$ cat src/rtl/hazard_ctrl_if.sv
// hazard_ctrl_if: hazard inputs and sequencing outputs
// exchanged between the pipeline and the hazard controller.
interface hazard_ctrl_if #(
    parameter int CNT_W = 16
);
    logic [3:0]       if_id_rs;
    logic [3:0]       if_id_rt;
    logic             if_id_uses_rs;
    logic             if_id_uses_rt;
    logic [3:0]       id_ex_rd;
    logic             id_ex_memread;
    logic             ex_mem_memread;
    logic             ex_mem_memwrite;
    logic             dmem_rdy;
    logic             branch_taken;
    logic             halt_in;
    logic             pc_write;
    logic             if_id_write;
    logic             id_ex_write;
    logic             ex_mem_write;
    logic             if_id_flush;
    logic             id_ex_bubble;
    logic             mem_wb_bubble;
    logic             mem_err;
    logic [CNT_W-1:0] stall_cycles;

    modport master (
        output if_id_rs, if_id_rt,
        output if_id_uses_rs, if_id_uses_rt,
        output id_ex_rd, id_ex_memread,
        output ex_mem_memread, ex_mem_memwrite,
        output dmem_rdy, branch_taken, halt_in,
        input  pc_write, if_id_write,
        input  id_ex_write, ex_mem_write,
        input  if_id_flush, id_ex_bubble,
        input  mem_wb_bubble, mem_err, stall_cycles
    );

    modport slave (
        input  if_id_rs, if_id_rt,
        input  if_id_uses_rs, if_id_uses_rt,
        input  id_ex_rd, id_ex_memread,
        input  ex_mem_memread, ex_mem_memwrite,
        input  dmem_rdy, branch_taken, halt_in,
        output pc_write, if_id_write,
        output id_ex_write, ex_mem_write,
        output if_id_flush, id_ex_bubble,
        output mem_wb_bubble, mem_err, stall_cycles
    );
endinterface

$ cat src/rtl/hazard_ctrl.sv
// hazard_ctrl: pipeline sequencing for load-use stalls,
// branch flushes, data-memory waits with watchdog, and halt.
module hazard_ctrl #(
    parameter int MEM_TIMEOUT = 15,
    parameter int CNT_W       = 16
) (
    input  logic         clk,
    input  logic         rst_n,
    hazard_ctrl_if.slave hz
);
    typedef enum logic [1:0] {
        S_RUN,
        S_MEMWAIT,
        S_HALTED
    } state_t;

    state_t           r_state;
    state_t           w_state_nxt;
    logic [7:0]       r_wait_cnt;
    logic [7:0]       w_wait_nxt;
    logic             r_mem_err;
    logic             w_err_nxt;
    logic [CNT_W-1:0] r_stall;

    logic w_mem_busy;
    logic w_load_use;
    logic w_rs_hit;
    logic w_rt_hit;
    logic w_pc_write;
    logic w_if_id_write;
    logic w_id_ex_write;
    logic w_ex_mem_write;
    logic w_if_id_flush;
    logic w_id_ex_bubble;
    logic w_mem_wb_bubble;

    localparam logic [7:0] TO = 8'(MEM_TIMEOUT);

    assign w_mem_busy = (hz.ex_mem_memread | hz.ex_mem_memwrite)
                      & ~hz.dmem_rdy;
    assign w_rs_hit   = hz.if_id_uses_rs
                      & (hz.if_id_rs == hz.id_ex_rd);
    assign w_rt_hit   = hz.if_id_uses_rt
                      & (hz.if_id_rt == hz.id_ex_rd);
    assign w_load_use = hz.id_ex_memread
                      & (hz.id_ex_rd != 4'd0)
                      & (w_rs_hit | w_rt_hit);

    // Zero-latency hazard outputs; all off in reset or once halted.
    always_comb begin
        w_pc_write      = 1'b0;
        w_if_id_write   = 1'b0;
        w_id_ex_write   = 1'b0;
        w_ex_mem_write  = 1'b0;
        w_if_id_flush   = 1'b0;
        w_id_ex_bubble  = 1'b0;
        w_mem_wb_bubble = 1'b0;
        if (rst_n && (r_state != S_HALTED)) begin
            if (w_mem_busy) begin
                w_mem_wb_bubble = 1'b1;
            end else if (hz.halt_in) begin
                w_pc_write = 1'b0;
            end else if (hz.branch_taken) begin
                w_pc_write     = 1'b1;
                w_if_id_write  = 1'b1;
                w_id_ex_write  = 1'b1;
                w_ex_mem_write = 1'b1;
                w_if_id_flush  = 1'b1;
                w_id_ex_bubble = 1'b1;
            end else if (w_load_use) begin
                w_id_ex_write  = 1'b1;
                w_ex_mem_write = 1'b1;
                w_id_ex_bubble = 1'b1;
            end else begin
                w_pc_write     = 1'b1;
                w_if_id_write  = 1'b1;
                w_id_ex_write  = 1'b1;
                w_ex_mem_write = 1'b1;
            end
        end
    end

    // Next state, wait counter and watchdog error.
    always_comb begin
        w_state_nxt = r_state;
        w_wait_nxt  = r_wait_cnt;
        w_err_nxt   = r_mem_err;
        unique case (r_state)
            S_RUN: begin
                if (w_mem_busy) begin
                    w_state_nxt = S_MEMWAIT;
                    w_wait_nxt  = 8'd1;
                end else if (hz.halt_in) begin
                    w_state_nxt = S_HALTED;
                end
            end
            S_MEMWAIT: begin
                if (w_mem_busy) begin
                    if (r_wait_cnt >= TO) begin
                        w_state_nxt = S_HALTED;
                        w_err_nxt   = 1'b1;
                    end else begin
                        w_wait_nxt = r_wait_cnt + 8'd1;
                    end
                end else begin
                    w_state_nxt = S_RUN;
                    w_wait_nxt  = 8'd0;
                end
            end
            S_HALTED: begin
                w_state_nxt = S_HALTED;
            end
            default: begin
                w_state_nxt = S_RUN;
                w_wait_nxt  = 8'd0;
            end
        endcase
    end

    // State register.
    always_ff @(posedge clk or negedge rst_n) begin
        if (!rst_n) begin
            r_state    <= S_RUN;
            r_wait_cnt <= 8'd0;
            r_mem_err  <= 1'b0;
        end else begin
            r_state    <= w_state_nxt;
            r_wait_cnt <= w_wait_nxt;
            r_mem_err  <= w_err_nxt;
        end
    end

    // Saturating count of stalled cycles while not halted.
    always_ff @(posedge clk or negedge rst_n) begin
        if (!rst_n) begin
            r_stall <= '0;
        end else if ((r_state != S_HALTED) && !w_pc_write
                     && (r_stall != {CNT_W{1'b1}})) begin
            r_stall <= r_stall + 1'b1;
        end
    end

    assign hz.pc_write      = w_pc_write;
    assign hz.if_id_write   = w_if_id_write;
    assign hz.id_ex_write   = w_id_ex_write;
    assign hz.ex_mem_write  = w_ex_mem_write;
    assign hz.if_id_flush   = w_if_id_flush;
    assign hz.id_ex_bubble  = w_id_ex_bubble;
    assign hz.mem_wb_bubble = w_mem_wb_bubble;
    assign hz.mem_err       = r_mem_err;
    assign hz.stall_cycles  = r_stall;
endmodule

$ cat src/flat_wrapper.sv
// flat-port wrapper written by rule: the top's interface ports become plain ports
module hazard_ctrl_flat 
#(
    parameter int MEM_TIMEOUT = 15,
    parameter int CNT_W       = 16
)
  (clk, rst_n, hz_if_id_rs, hz_if_id_rt, hz_if_id_uses_rs, hz_if_id_uses_rt, hz_id_ex_rd, hz_id_ex_memread, hz_ex_mem_memread, hz_ex_mem_memwrite, hz_dmem_rdy, hz_branch_taken, hz_halt_in, hz_pc_write, hz_if_id_write, hz_id_ex_write, hz_ex_mem_write, hz_if_id_flush, hz_id_ex_bubble, hz_mem_wb_bubble, hz_mem_err, hz_stall_cycles);
  hazard_ctrl_if #(.CNT_W(CNT_W)) hz_i ();
  input  logic clk;
  input  logic rst_n;
  input wire logic [$bits(hz_i.if_id_rs)-1:0] hz_if_id_rs;
  input wire logic [$bits(hz_i.if_id_rt)-1:0] hz_if_id_rt;
  input wire logic [$bits(hz_i.if_id_uses_rs)-1:0] hz_if_id_uses_rs;
  input wire logic [$bits(hz_i.if_id_uses_rt)-1:0] hz_if_id_uses_rt;
  input wire logic [$bits(hz_i.id_ex_rd)-1:0] hz_id_ex_rd;
  input wire logic [$bits(hz_i.id_ex_memread)-1:0] hz_id_ex_memread;
  input wire logic [$bits(hz_i.ex_mem_memread)-1:0] hz_ex_mem_memread;
  input wire logic [$bits(hz_i.ex_mem_memwrite)-1:0] hz_ex_mem_memwrite;
  input wire logic [$bits(hz_i.dmem_rdy)-1:0] hz_dmem_rdy;
  input wire logic [$bits(hz_i.branch_taken)-1:0] hz_branch_taken;
  input wire logic [$bits(hz_i.halt_in)-1:0] hz_halt_in;
  output wire logic [$bits(hz_i.pc_write)-1:0] hz_pc_write;
  output wire logic [$bits(hz_i.if_id_write)-1:0] hz_if_id_write;
  output wire logic [$bits(hz_i.id_ex_write)-1:0] hz_id_ex_write;
  output wire logic [$bits(hz_i.ex_mem_write)-1:0] hz_ex_mem_write;
  output wire logic [$bits(hz_i.if_id_flush)-1:0] hz_if_id_flush;
  output wire logic [$bits(hz_i.id_ex_bubble)-1:0] hz_id_ex_bubble;
  output wire logic [$bits(hz_i.mem_wb_bubble)-1:0] hz_mem_wb_bubble;
  output wire logic [$bits(hz_i.mem_err)-1:0] hz_mem_err;
  output wire logic [$bits(hz_i.stall_cycles)-1:0] hz_stall_cycles;
  assign hz_i.if_id_rs = hz_if_id_rs;
  assign hz_i.if_id_rt = hz_if_id_rt;
  assign hz_i.if_id_uses_rs = hz_if_id_uses_rs;
  assign hz_i.if_id_uses_rt = hz_if_id_uses_rt;
  assign hz_i.id_ex_rd = hz_id_ex_rd;
  assign hz_i.id_ex_memread = hz_id_ex_memread;
  assign hz_i.ex_mem_memread = hz_ex_mem_memread;
  assign hz_i.ex_mem_memwrite = hz_ex_mem_memwrite;
  assign hz_i.dmem_rdy = hz_dmem_rdy;
  assign hz_i.branch_taken = hz_branch_taken;
  assign hz_i.halt_in = hz_halt_in;
  assign hz_pc_write = hz_i.pc_write;
  assign hz_if_id_write = hz_i.if_id_write;
  assign hz_id_ex_write = hz_i.id_ex_write;
  assign hz_ex_mem_write = hz_i.ex_mem_write;
  assign hz_if_id_flush = hz_i.if_id_flush;
  assign hz_id_ex_bubble = hz_i.id_ex_bubble;
  assign hz_mem_wb_bubble = hz_i.mem_wb_bubble;
  assign hz_mem_err = hz_i.mem_err;
  assign hz_stall_cycles = hz_i.stall_cycles;
  hazard_ctrl #(.MEM_TIMEOUT(MEM_TIMEOUT), .CNT_W(CNT_W)) u_core (.clk(clk), .rst_n(rst_n), .hz(hz_i));
endmodule
$ cat config.mk
export PLATFORM = sky130hd
export DESIGN_NAME = hazard_ctrl_flat
export DESIGN_NICKNAME = d
export VERILOG_FILES = /design/src/rtl/hazard_ctrl_if.sv /design/src/rtl/hazard_ctrl.sv /design/src/flat_wrapper.sv
export SDC_FILE = /design/constraint.sdc
export NUM_CORES = 1
export LEC_CHECK = 0
export ABC_AREA = 1
export CELL_PAD_IN_SITES_DETAIL_PLACEMENT = 0
export CELL_PAD_IN_SITES_GLOBAL_PLACEMENT = 2
export CORE_MARGIN = 4
export CORE_UTILIZATION = 37
export CTS_BUF_LIST = sky130_fd_sc_hd__clkbuf_16
export DETAILED_ROUTE_END_ITERATION = 10
export DONT_BUFFER_PORTS = 1
export HOLD_SLACK_MARGIN = 0.05
export PLACE_DENSITY = 0.83
export SYNTH_ARGS = -nofsm -noshare
export SYNTH_HDL_FRONTEND = slang
export SYNTH_SLANG_ARGS = --single-unit
$ cat constraint.sdc
create_clock -name clk -period 4.3 [get_ports clk]
set_input_delay 0.43 -clock clk [delete_from_list [all_inputs] [get_ports clk]]
set_output_delay 0.43 -clock clk [all_outputs]
set_load 0.05 [all_outputs]
==> results_dict.tcl <==
set metrics [dict create \
    syn-cell-area_um2 1760 \
    crit_fanout 20 \
    synthArstFlopShare_pct 100 \
    syn_nets 266 \
    fin_area_um2 1880 \
    yosysSeqAreaShare_pct 38.3 \
    grt_max_degree 28 \
    synth_area_per_cell_um2 7.28 \
    critical_path_buf_inv_count 2 \
    cp_slowest_stage_delay_ns 0.45 \
    fin_crit_ns 2.63 \
    antenna_cells 0 \
    dp_hpwl_um 2960 \
    path_delay_family "simple AND/OR/NAND/NOR gates" \
    vdd_ir_drop_max_v 0.000275 \
    cp.required_ns 3.87 \
    fmax_mhz 381 \
    drc 0 \
    start_util_pct 39.4 \
    relSlewSlack_pct 41.5 \
    maxCapViolations 0 \
    avgRoutedWirePerCell_um 13.3 \
    rrSetupSlack_ns 1.77 \
    dieWidth_um 77.0 \
    numCtsBuffers 3 \
    fp.dieH_um 77.0 \
    cts_tree "done" \
    grt_usage_pct 13.9 \
    root_buffer "clkbuf_16" \
    clkLatencyLatePin_ns 0.26 \
    crit_top_cell "nand2_2" \
    drt-met1-wl_um 1970 \
    core_um2 4470 \
    nFillCells 483 \
    antenna_found_initial 0 \
    outcome "completed" \
    placed_cell_area_um2 1770 \
    synth_enable_flop_cells 0 \
    syn_to_final_growth_pct 6.88 \
    pin_count 46 \
    worstSetupPathType "reg -> out" \
    fin_crit_sh_pct 61.1 \
    gr-total-overflow 0 \
    ys.flop_type "dfrtp_1" \
    io_buffers 0 \
    fin_worst_skew_ns 0.00432 \
    holdCritPathClass "in -> reg" \
    place_congestion 0.775 \
    start_kind "flop" \
    setup_tns_ns 0 \
    routed_wirelength_um 3930 \
    setup.worst_path.end_class "primary output" \
    layout.cells.most_common "nand2_1" \
    drv_slew 0 \
    nNetsFinal 268 \
    met3WireLength_um 314 \
    drtAntennaViolNets 0 \
    vias_per_cell 5.01 \
    setup_violations 0 \
    route.top_layer_used "met4" \
    grt_pass1_vias 1428 \
    netlist_instances 242 \
    rsz0062_at_grt "false" \
    synth_cell_types 26 \
    final_cell_mix "82 x nand2_1, 33 x nor2_1, 27 x dfrtp_1" \
    wl_met2_um 1630 \
    dieArea_um2 5930 \
    drt-initial-drc-count 69 \
    p_leak_nw 0.974 \
    clkSinkCount 27 \
    vias 1479 \
    clk_pin_slew_worst_paths_ns 0.07 \
    row_count 24 \
    ys_seq_elements 27 \
    cp.arrival_ns 2.20 \
    htreeDepth 1 \
    hold_viol 0 \
    p_per_area_nw_per_um2 446 \
    clockBufferDepth 2 \
    crit_slowest_cell "nand2_1" \
    crit_chain "inv_2, nand2_2, nand2_2, nor3_4, nand2_4, nand2_1, buf_4" \
    ys_warn_count 0 \
    grt_pass1_wl_um 6930 \
    worst_slew_pin_slew_ns 0.874 \
    dr.pass1.iters 4 \
    layout-drive-gt1-share_pct 6.17 \
]
## kinds of logic after synthesis
logic type,count (synthesis),share of synthesized area [%]
buffers and inverters,32,9.23
xor gates and xnor gates,16,7.95
AOI/OAI and AO/OA,7,2.55
and+or+nand+nor,158,40.5
adders and majority gates,2,1.42
DFF,27,38.3
## final timing paths
| check | cells past startpoint | to | from |
|---|---|---|---|
| max reg2reg | 9 | u_core.hz.stall_cycles[15] | u_core.hz.stall_cycles[0] |
| max in group asynchronous | 2 | u_core.r_wait_cnt[2] | rst_n |
| min in group asynchronous | 2 | u_core.hz.stall_cycles[0] | rst_n |
| max | 7 | hz_if_id_write | u_core.r_state[0] |
| min | 2 | u_core.r_state[1] | hz_halt_in |
| min reg2reg | 2 | u_core.r_wait_cnt[6] | u_core.r_wait_cnt[6] |
## worst register-to-register path: stages, from the launching register on
cell and delay [ns]:
dfrtp_1 0.60, ha_1 0.36, inv_1 0.08, nor2_1 0.08
nand3b_1 0.09, nor2_1 0.05, a21boi_2 0.68, nand3_4 0.30
nand2_1 0.12, nand2_1 0.06
## registers in the layout, summed over array words and instances, names as in the netlist
register                cells
u_core.r_wait_cnt           8
u_core.hz.stall_cycles     16
u_core.r_state              2
u_core.hz.mem_err           1
## metrics by stage
step | utilization, % | instances | power, mW | hold WS, ns | worst slack (ns)
finish | 42.1 | 295 | 0.841 | 0.328 | 1.67
global route | 42.1 | 295 | 0.910 | 0.322 | 1.52
CTS | 42.1 | 295 | 0.858 | 0.324 | 1.64
detailed placement | 39.7 | 289 | 0.630 | 0.135 | 1.78
global placement | 39.7 | 289 | 0.631 | 0.135 | 1.80
floorplan | - | 242 | 0.601 | 0.134 | 1.63
## repair_timing
| action | in CTS | in global routing |
|---|---|---|
| gates resized for setup | 0 | 0 |
| endpoints found under the setup margin | 0 | 0 |
| hold endpoints to repair | 27 | 0 |
| setup buffers | 0 | 0 |
| hold buffers | 2 | 0 |
## where the power goes
part	leakage (nW)	internal, mW	switching (mW)
combinational	0.572	0.0699	0.165
clock	0.0409	0.125	0.0863
sequential	0.361	0.282	0.112
total	0.974	0.477	0.363
## synthesized netlist by cell type, types with 3 or more instances
cell type	count	area share [%]
buf_6	3	1.9
dfrtp_1	27	38
inv_1	24	5.1
nand2_1	82	17
nand3_1	12	3.4
nand4_1	18	6.4
nor2_1	33	7.0
nor3_1	4	1.1
o21ai_0	3	0.85
xnor2_1	6	3.0
xor2_1	10	5.0
## layout make-up
class / count / area, um^2 / share of cell area [%]
Clock inverter: 1 / 5.00 / 0.266
Inverter: 25 / 93.8 / 4.98
Multi-Input combinational cell: 183 / 925 / 49.1
Clock buffer: 3 / 75.1 / 3.98
Tap cell: 52 / 65.1 / 3.45
Sequential cell: 27 / 676 / 35.9
Timing Repair Buffer: 4 / 45.0 / 2.39
## per-layer routing
metal / vias to the layer above / track usage, %
li1: 775 / -
met1: 661 / 20.8
met2: 41 / 19.9
met3: 2 / 4.10
met4: 0 / 2.67
met5: - / 0
(Power assumes the default switching activity.)
